<file path="config.mk">
export PLATFORM = sky130hd
export DESIGN_NAME = mac_sequencer
export DESIGN_NICKNAME = d
export VERILOG_FILES = /design/src/rtl/mac_sequencer.sv
export SDC_FILE = /design/constraint.sdc
export NUM_CORES = 1
export LEC_CHECK = 0
export CORE_ASPECT_RATIO = 1.2
export CORE_UTILIZATION = 46
export CTS_CLUSTER_SIZE = 8
export DETAILED_ROUTE_END_ITERATION = 7
export PLACE_DENSITY_LB_ADDON = 0.15
export SYNTH_ARGS = -nofsm -noshare
export SYNTH_HDL_FRONTEND = slang
export SYNTH_SLANG_ARGS = --single-unit
</file>
<file path="constraint.sdc">
create_clock -name clk -period 3.9 [get_ports clk]
set_input_delay 0.39 -clock clk [delete_from_list [all_inputs] [get_ports clk]]
set_output_delay 0.39 -clock clk [all_outputs]
set_load 0.02 [all_outputs]
</file>
<file path="src/rtl/mac_sequencer.sv">
// Streams operand pairs into a DSP48A1 slice and captures the accumulated P every
// ACC_LEN taps. Define MACSEQ_OVF_EN to track 48-bit accumulator overflow via CARRYOUT.
module mac_sequencer #(
    parameter int ACC_LEN = 8,
    parameter int CNT_W   = 16
) (
    input  logic        clk,
    input  logic        rst,
    input  logic        s_valid,
    output logic        s_ready,
    input  logic [17:0] s_a,
    input  logic [17:0] s_b,
    output logic [17:0] dsp_a,
    output logic [17:0] dsp_b,
    output logic [7:0]  dsp_opmode,
    input  logic [47:0] dsp_p,
    input  logic        dsp_carryout,
    output logic        m_valid,
    input  logic        m_ready,
    output logic [47:0] m_data,
    output logic        m_ovf
);

    localparam logic [CNT_W-1:0] LAST_CNT  = CNT_W'(ACC_LEN - 1);
    localparam logic [7:0]       OPM_FIRST = 8'h01;
    localparam logic [7:0]       OPM_ACC   = 8'h09;
    localparam logic [7:0]       OPM_HOLD  = 8'h08;

    logic [CNT_W-1:0] tap_cnt_q, tap_cnt_d;
    logic [3:0]       last_pipe_q, last_pipe_d;
    logic [3:0]       tag_v_q, tag_v_d;
    logic [3:0]       tag_f_q, tag_f_d;
    logic [17:0]      dsp_a_q, dsp_a_d;
    logic [17:0]      dsp_b_q, dsp_b_d;
    logic [7:0]       dsp_opmode_q, dsp_opmode_d;
    logic             m_valid_q, m_valid_d;
    logic [47:0]      m_data_q, m_data_d;
    logic             m_ovf_q, m_ovf_d;
    logic             ovf_acc_q, ovf_acc_d;
    logic             handshake, is_first, is_last;

`ifndef MACSEQ_OVF_EN
    logic unused_ovf_inputs;
    assign unused_ovf_inputs = ^{dsp_carryout, tag_v_q[3], tag_f_q[3]};
`endif

    always_comb begin
        is_first  = (tap_cnt_q == '0);
        is_last   = (tap_cnt_q == LAST_CNT);
        s_ready   = !(is_last && ((|last_pipe_q) || m_valid_q));
        handshake = s_valid && s_ready;

        tap_cnt_d = tap_cnt_q;
        dsp_a_d   = dsp_a_q;
        dsp_b_d   = dsp_b_q;
        if (handshake) begin
            tap_cnt_d = is_last ? '0 : tap_cnt_q + 1'b1;
            dsp_a_d   = s_a;
            dsp_b_d   = s_b;
        end

        // Tag stage 0 is the tap the slice registers OPMODE for on the next edge.
        tag_v_d     = {tag_v_q[2:0], handshake};
        tag_f_d     = {tag_f_q[2:0], handshake && is_first};
        last_pipe_d = {last_pipe_q[2:0], handshake && is_last};

        if (!tag_v_q[0])
            dsp_opmode_d = OPM_HOLD;
        else if (tag_f_q[0])
            dsp_opmode_d = OPM_FIRST;
        else
            dsp_opmode_d = OPM_ACC;

`ifdef MACSEQ_OVF_EN
        ovf_acc_d = ovf_acc_q;
        if (tag_v_q[3])
            ovf_acc_d = tag_f_q[3] ? dsp_carryout : (ovf_acc_q || dsp_carryout);
`else
        ovf_acc_d = 1'b0;
`endif

        m_valid_d = m_valid_q;
        m_data_d  = m_data_q;
        m_ovf_d   = m_ovf_q;
        if (m_valid_q && m_ready)
            m_valid_d = 1'b0;
        // The last tap's own carry lands on the capture edge, so report the updated flag.
        if (last_pipe_q[3]) begin
            m_valid_d = 1'b1;
            m_data_d  = dsp_p;
            m_ovf_d   = ovf_acc_d;
        end
    end

    always_ff @(posedge clk) begin
        if (rst) begin
            tap_cnt_q    <= '0;
            last_pipe_q  <= '0;
            tag_v_q      <= '0;
            tag_f_q      <= '0;
            dsp_a_q      <= '0;
            dsp_b_q      <= '0;
            dsp_opmode_q <= OPM_HOLD;
            m_valid_q    <= 1'b0;
            m_data_q     <= '0;
            m_ovf_q      <= 1'b0;
            ovf_acc_q    <= 1'b0;
        end else begin
            tap_cnt_q    <= tap_cnt_d;
            last_pipe_q  <= last_pipe_d;
            tag_v_q      <= tag_v_d;
            tag_f_q      <= tag_f_d;
            dsp_a_q      <= dsp_a_d;
            dsp_b_q      <= dsp_b_d;
            dsp_opmode_q <= dsp_opmode_d;
            m_valid_q    <= m_valid_d;
            m_data_q     <= m_data_d;
            m_ovf_q      <= m_ovf_d;
            ovf_acc_q    <= ovf_acc_d;
        end
    end

    assign dsp_a      = dsp_a_q;
    assign dsp_b      = dsp_b_q;
    assign dsp_opmode = dsp_opmode_q;
    assign m_valid    = m_valid_q;
    assign m_data     = m_data_q;
    assign m_ovf      = m_ovf_q;

endmodule

</file>
* After elaboration in Yosys (flattened, before gate mapping)
Index checks and enable logic that the tools add are counted.
** Word-level totals
- Bits in registers :: 115
- Bits of input ports :: 89
- Logic and storage cells :: 27
** Cells by class
- Add/subtract/negate cells :: 1
- Equality and inequality tests :: 1
- Reduce and logical (&&, ||, !) cells :: 11
- Muxes and demuxes :: 4
- Bitwise logic cells :: 1
** Operators with widths (count)
- $add A16 B1 Y16 const B :: 1
- $eq A16 B3 Y1 const B :: 1
- $logic_not A16 Y1 :: 1
- $mux W16 :: 1
- $logic_and A1 B1 Y1 :: 5
- $mux W4 :: 1
- $reduce_or A4 Y1 :: 1
- $mux W1 :: 2
- $reduce_bool A2 Y1 :: 1
- $reduce_or A2 Y1 :: 1
- $logic_not A1 Y1 :: 1
- $logic_or A1 B1 Y1 :: 1
- $not A1 Y1 :: 1

* Longest topological paths before layout
- Word-level depth :: 6
- Mapped depth :: 7
- Gate-level depth less buffers :: 5

* Worst setup path after synthesis
No wires, ideal clock.
- Kind :: reg2reg
- From :: reg tap_cnt_q[0]
- To :: reg tag_v_q[0]
- Required time :: 3.785 ns
- Stages on the path, launching flop included :: 8
- Path slack :: 1.939 ns
- Buffers on the path :: 2
- Data arrival time :: 1.846 ns
- Path through :: dfxtp_1 ha_1 nor4bb_1 nand4b_4 o21a_1 buf_6 buf_6 and2_1
** On the way
- Word-level cells in the longest chain between the ends :: 4
** RTL lines
- start: declaration :: line 29 : logic [CNT_W-1:0] tap_cnt_q, tap_cnt_d;
- start signal: assignment :: line 109 : tap_cnt_q <= tap_cnt_d;
- $eq A16 B3 Y1 :: line 49 : is_last = (tap_cnt_q == LAST_CNT);
- $logic_and A1 B1 Y1 :: line 50 : s_ready = !(is_last && ((|last_pipe_q) || m_valid_q));
- $logic_not A1 Y1 :: line 50
- $logic_and A1 B1 Y1 :: line 51 : handshake = s_valid && s_ready;
- end signal: assignment :: line 111 : tag_v_q <= tag_v_d;
- end: declaration :: line 31 : logic [3:0] tag_v_q, tag_v_d;
Every way passes these cells.
A chain may end at the register's enable or synchronous reset.

* Final worst setup path
- From :: reg tap_cnt_q[1]
- To :: out s_ready
** On the way
- Word-level cells in the longest chain between the ends :: 3
** RTL lines
- $eq A16 B3 Y1 :: line 49
- $logic_and A1 B1 Y1 :: line 50
- $logic_not A1 Y1 :: line 50
- end: declaration :: line 10 : output logic s_ready,
Every way passes these cells.

==> Flow_metrics.wiki <==
{| class="wikitable"
! Metric !! Value
|-
| Status || finished clean
|-
| Drc violations || 0
|-
| Nature of the critical path endpoint || output port
|-
| Leakage || 2.31 nW
|-
| Clock Tree Buf Depth || 2
|-
| CTS tree || done
|-
| Via density per instance || 4.91
|-
| Sequential cell area fraction in the yosys report || 50.5%
|-
| Share of final-layout standard cells stronger than drive strength 1 || 4.20%
|-
| Hold Crit Depth || 1
|-
| Combined global-route utilization of all metal layers || 19.2%
|-
| Number of nets in the finished design || 705
|-
| Via count of the first global-routing pass || 3361
|-
| CP cell instances || ha_1 -> nor4bb_1 -> nand4b_4 -> nand2b_1 -> clkdlybuf4s50_1
|-
| Largest net degree at the start of global routing || 74
|-
| Clock network power share || 30.4%
|-
| Maximum net fanout on the critical path || 10
|-
| Die area || 0.00979 mm^2
|-
| Signal arrival time at the worst endpoint || 2.50 ns
|-
| # hold bufs at CTS || 0
|-
| Endpoints failing setup || 0
|-
| Remaining Overflow, GRT || 0
|-
| Post-Route Skew || 0.0151 ns
|-
| Antenna Nets Post-Route || 0
|-
| Register bit count reported by yosys || 109
|-
| Slowest library cell on the worst path || sky130_fd_sc_hd__clkdlybuf4s50_1
|-
| Area of the placeable core || 0.00908 mm^2
|-
| Number of antenna violations at the first check in global routing || 0
|-
| First-pass GRT wire length || 15200 um
|-
| Number of levels in the clock H-tree || 3
|-
| Post-Syn Instances || 455
|-
| Multi-input logic area || 0.00193 mm^2
|-
| Worst r2r path cells || 6
|-
| Top-level port count || 184
|-
| Post-synth EDFFs || 0
|-
| Synthesis-to-finish area growth || 44.5%
|-
| Average footprint of a synthesized cell || 9.50 um^2
|-
| Worst Path Class, Setup || reg -> out
|-
| Routed length per placed instance || 13.2 um
|-
| Time the worst path needs with I/O delays and setup || 2.89 ns
|-
| Post-synth cell types || 42
|-
| Startpoint class of the critical path || register
|-
| Clock-pin transition on the worst setup and hold timing paths || 0.09 ns
|-
| Most frequent cells in the layout || sky130_fd_sc_hd__clkdlybuf4s50_1 (174), sky130_fd_sc_hd__dfxtp_1 (108), sky130_fd_sc_hd__mux2i_1 (84)
|-
| Final max-slew violation count || 0
|-
| Buffers on Ports || 175
|-
| Starting density of the core || 47.6%
|-
| Power density of the placed cells || 323 mW/mm^2
|-
| FILL cells || 734
|-
| Design Power || 2.02 mW
|-
| VDD IR max || 0.000240 V
|-
| Number of iterations in the first detailed-routing pass || 5
|-
| Sw Share || 24.6%
|-
| Measured slew at the worst slew-check pin || 0.910 ns
|-
| Most area-hungry cell type in the Yosys netlist || sky130_fd_sc_hd__dfxtp_1
|-
| Switching power total || 497 uW
|-
| Setup bufs post-CTS || 0
|-
| Die Span X || 90.5 um
|-
| GPL Wtd Cong || 0.840
|-
| Sequential cell area || 0.00218 mm^2
|-
| MaxCap Viol Count || 0
|-
| Data required time at the worst endpoint || 3.51 ns
|-
| Sum of negative setup slack || 0 ns
|-
| TritonCTS Sinks || 109
|-
| Worst reg2reg setup slack || 1.33 ns
|-
| Placement Rows || 38
|-
| Number of instances resized during post-cts repair || 0
|-
| Antenna fix cells || 0
|-
| Commonest non-fill, non-tap cell in the layout || sky130_fd_sc_hd__clkdlybuf4s50_1
|-
| Die Y || 108 um
|-
| Share of Yosys cell area claimed by the top area cell type || 50.5%
|-
| Async set or reset register ratio after synthesis || 0%
|-
| Detailed-route via count || 3630
|-
| Type of the most critical hold path || reg -> reg
|-
| Combinational share of power || 12.5%
|-
| Wirelength, routed || 9720 um
|-
| Normalized max-slew margin || 39.4%
|-
| HPWL after DPL || 7020 um
|-
| RSZ-0062 raised after global routing || false
|-
| Post-route clock period utilization || 74.1%
|-
| Clock latency of the later-clocked register in the worst-skew pair || 0.36 ns
|-
| Crit-path max cell delay || 0.56 ns
|-
| Clock buffer count from CTS || 9
|-
| Flop pwr share || 57.1%
|-
| Cell internal power dissipation || 1.52 mW
|-
| Violation count after the first detailed-routing iteration || 160
|-
| Clock tree root buffer cell || sky130_fd_sc_hd__clkbuf_8
|-
| Ys flop type || sky130_fd_sc_hd__dfxtp_1
|-
| Ys Warns || 0
|-
| Leading cell types by total area after synthesis || sky130_fd_sc_hd__dfxtp_1 (50%), sky130_fd_sc_hd__mux2i_1 (19%), sky130_fd_sc_hd__nand2_1 (7.0%)
|-
| Maximum operating frequency || 346 MHz
|-
| Hold Violations, Final || 0
|-
| Post-synthesis cell area || 0.00432 mm^2
|}
## metrics by stage
step                      utilization (%)  worst slack (ns)  area [um^2]  cells  hold slack, ns
after CTS                            68.8             0.987         6250    739           0.379
final                                68.8              1.01         6250    739           0.373
after floorplan                         -              1.94         4350    461           0.343
after global routing                 68.8             0.835         6250    739           0.390
after detailed placement             66.9              1.30         6070    723           0.356
after global placement               66.9              1.35         6070    723           0.351
## power by group through the flow
stage,registers (mW),logic (mW),clock network (mW)
after floorplan,1.21,0.0868,0
after CTS,1.15,0.255,0.638
after global placement,1.18,0.249,0
after detailed placement,1.18,0.253,0
after global routing,1.16,0.271,0.684
final,1.15,0.252,0.614
## cells by family (layout without fill, tap and decap cells)
group,count (synthesis),count (layout),synth area share [%]
simple gates,187,187,19.7
flops,109,109,50.5
mux,84,84,19.4
buf+inv,44,202,5.35
compound gates,23,23,3.33
xor+xnor,5,5,1.01
fa+ha+maj,2,2,0.579
other cells,1,7,0.0867
## worst paths after layout
kind,from,to
setup / recovery,tap_cnt_q[1],s_ready
setup reg to reg,tap_cnt_q[1],tag_f_q[0]
hold reg to reg,tag_f_q[0],dsp_opmode[3]
hold / removal,tag_f_q[0],dsp_opmode[3]
## layer usage
metal / part of all wire [%] / GRT usage (%) / vias up
met5: 0 / 0 / -
met4: 2.3 / 8.41 / 0
met3: 8.1 / 5.20 / 17
met2: 48 / 33.1 / 135
met1: 42 / 22.4 / 1651
li1: - / - / 1827
## critical path: cells and delay by family, from the launching register on
kind	cells	cell delay, ns
buffers and inverters	1	0.56
and+or+nand+nor	3	0.92
adders and majority gates	1	0.27
DFF	1	0.39
## cells in the mapped netlist, types with 2 or more instances
master	count
sky130_fd_sc_hd__nor2_1	58
sky130_fd_sc_hd__nor2b_1	4
sky130_fd_sc_hd__nand3_1	6
sky130_fd_sc_hd__a21oi_1	8
sky130_fd_sc_hd__buf_4	7
sky130_fd_sc_hd__nor4_1	4
sky130_fd_sc_hd__a31oi_1	3
sky130_fd_sc_hd__buf_6	5
sky130_fd_sc_hd__o32ai_1	2
sky130_fd_sc_hd__nand2_1	81
sky130_fd_sc_hd__nor3b_1	2
sky130_fd_sc_hd__o21ai_0	5
sky130_fd_sc_hd__nor3_1	4
sky130_fd_sc_hd__dfxtp_1	109
sky130_fd_sc_hd__inv_1	6
sky130_fd_sc_hd__xor2_1	2
sky130_fd_sc_hd__buf_1	3
sky130_fd_sc_hd__nand4_1	8
sky130_fd_sc_hd__and4_1	2
sky130_fd_sc_hd__xnor2_1	3
sky130_fd_sc_hd__or3_1	5
sky130_fd_sc_hd__buf_2	2
sky130_fd_sc_hd__and3_1	2
sky130_fd_sc_hd__ha_1	2
sky130_fd_sc_hd__and2_1	3
sky130_fd_sc_hd__mux2i_1	84
sky130_fd_sc_hd__clkbuf_1	20
## layout make-up
class                           count  share of cell area (%)
Clock buffer                       11                    2.10
Inverter                            7                   0.421
Tap cell                          120                    2.40
Timing Repair Buffer              179                    28.4
Clock inverter                      5                   0.721
Sequential cell                   109                    34.9
Multi-Input combinational cell    308                    31.0
## registers in the layout (all words and copies together) (netlist names)
signal	count
dsp_a	18
dsp_b	18
dsp_opmode	2
last_pipe_q	4
m_data	48
m_valid	1
tag_f_q	1
tag_v_q	1
tap_cnt_q	16
Note: power is estimated with default switching activity, not from simulation.
==> edit: new RTL, same settings <==
The parameter `ACC_LEN` goes from 8 to 4.
--- a/src/rtl/mac_sequencer.sv
+++ b/src/rtl/mac_sequencer.sv
@@ -1,7 +1,7 @@
 // Streams operand pairs into a DSP48A1 slice and captures the accumulated P every
 // ACC_LEN taps. Define MACSEQ_OVF_EN to track 48-bit accumulator overflow via CARRYOUT.
 module mac_sequencer #(
-    parameter int ACC_LEN = 8,
+    parameter int ACC_LEN = 4,
     parameter int CNT_W   = 16
 ) (
     input  logic        clk,
Check against the original RTL: not equivalent (Yosys sat finds a counterexample within 10 cycles, from zero or initial values and one cycle with rst high).
==> edit against the original RTL <==
  * Clock power rose by 19%
  * Wire length rose by 3.2%
  * Die area fell by 0.59%
  * Setup slack got worse by 0.12 ns
  * Cell area barely moved
  * Global-route usage rose by 1.8 points
  * Sequential cell count did not move
  * Area after synthesis fell by 0.61%
  * Maximum frequency fell by 4.1%
  * Total power rose by 6.1%
  * Via count fell by 0.85%
  * Largest cell class unchanged
==> edit: results (changes against the original RTL) <==
stage,metric,value,unit,change
status,outcome,completed,,
route,vias,3599,,-0.85%
synth,Adder-Cell Fraction of Synth Area,0.582,%,+0.0035 points
grt,largest net degree at the start of global routing,67,,-9.5%
placement,Routability Congestion,0.872,,+3.9%
sta,fin crit share,77.3,%,+3.2 points
pwr,Comb power,258,uW,+2%
pwr,Leakage,0.00234,uW,+1.5%
worst_setup_path,RR Endpoint,dsp_a[4],,
placement,Post-DP HPWL,7100,um,+1.1%
clock_tree,root buffer cell,clkbuf_8,,
worst_setup_path,Worst EP arrival,2.62,ns,+0.12 ns
synth,post-synthesis mux area share,19.6,%,+0.12 points
synth,commonest cells in the netlist,"109 x dfxtp_1, 85 x nand2_1, 84 x mux2i_1",,
synth,Syn. warnings,0,,unchanged
grt,first-pass GRT wire length,16600,um,+9.4%
pwr,pwr dens,343,nW/um^2,+6.2%
finish,Layout area overhead,45.2,%,
synth,synth unique cells,40,,-4.8%
synth,post-synthesis compound-gate area fraction,2.85,%,-0.47 points
finish,FILL cells,747,,+1.8%
placement,DP Area,6030,um^2,-0.68%
worst_setup_path,Max Fanout on Critical Path,11,,+1
pwr,sequential share of power,53.8,%,-3.3 points
worst_setup_path,cells on worst reg2reg path,5,,-1
grt,total grt overflow,0,,unchanged
grt,GRT Util Overall,21.1,%,+1.8 points
worst_setup_path,Reg-to-Reg Start,tap_cnt_q[2],,
placement,post-place setup slack,1.32,ns,+0.0138 ns
sta,worst-case clock skew,0.00639,ns,-0.00868 ns
sta,pin slew with the least headroom to its limit,0.798,ns,-0.111 ns
clock_tree,H-tree depth,3,,unchanged
route,first drt pass iteration count,4,,-1
route,Wirelength per Cell,13.7,um,+4.2%
synth,Synth area leaders,"dfxtp_1 51%, mux2i_1 20%, nand2_1 7.4%",,
worst_setup_path,"slowest stage delay, CP",0.54,ns,-0.02 ns
finish,final net count,699,,-0.85%
synth,register area share after synthesis,50.8,%,+0.31 points
finish,layout cells sized above 1,4.74,%,+0.54 points
synth,"Avg Cell Area, Syn",9.55,um^2,+0.50%
synth,Post-Synth XOR/XNOR Area,1.43,%,+0.41 points
synth,most common cell in the netlist,dfxtp_1,,
route,vias per cell,4.92,,about the same
worst_setup_path,"reg-to-reg slack, setup",1.59,ns,+0.26 ns
route,DRT iter0 DRCs,185,,+16%
pwr,maximum VDD drop,255,uV,+6.0%
placement,number of instances in the placed design,717,,-0.83%
## edit: cell types whose count changed in the layout (fill, tap and decap cells not counted), sizes merged, moves of 2 or more
cell	unedited run	this run
o21ai	5	3
a21oi	8	4
nor3	4	2
o221ai	1	3
a31oi	3	1
nand4	8	13
xor2	2	6
inv	8	5
nor2	58	61
xnor2	3	1
nand2	81	85
bufinv	0	2
## edit: logic make-up (layout without fill, tap and decap cells)
| kind of cell | count (synthesis) | after routing |
|---|---|---|
| simple gates | 188 | 188 |
| mux | 84 | 84 |
| xor+xnor | 7 | 7 |
| fa+ha+maj | 2 | 2 |
| flops | 109 | 109 |
| other cells | 1 | 7 |
| buf+inv | 43 | 199 |
| compound gates | 16 | 16 |
## edit: final cells by class
| type | instances | share of cell area, % |
|---|---|---|
| Tap cell | 120 | 2.41 |
| Timing Repair Buffer | 179 | 28.5 |
| Multi-Input combinational cell | 304 | 30.4 |
| Clock inverter | 5 | 1.20 |
| Sequential cell | 109 | 35.0 |
| Inverter | 5 | 0.301 |
| Clock buffer | 10 | 2.20 |
## edit: how the worst min path moves through the flow
stage | start | end | slack, ns
floorplan | tag_f_q[0] | dsp_opmode[3] | 0.34
global placement | tag_f_q[0] | dsp_opmode[3] | 0.35
detailed placement | tag_f_q[0] | dsp_opmode[3] | 0.37
CTS | tag_f_q[0] | dsp_opmode[3] | 0.39
global route | tag_f_q[0] | dsp_opmode[3] | 0.40
finish | tag_f_q[0] | dsp_opmode[3] | 0.39
## edit: per-layer routing
| metal | up-vias | global-route usage, % | part of all wire (%) |
|---|---|---|---|
| li1 | 1798 | - | - |
| met1 | 1625 | 24.5 | 41 |
| met2 | 154 | 35.0 | 48 |
| met3 | 22 | 6.64 | 8.2 |
| met4 | 0 | 10.6 | 2.7 |
| met5 | - | 0 | 0 |
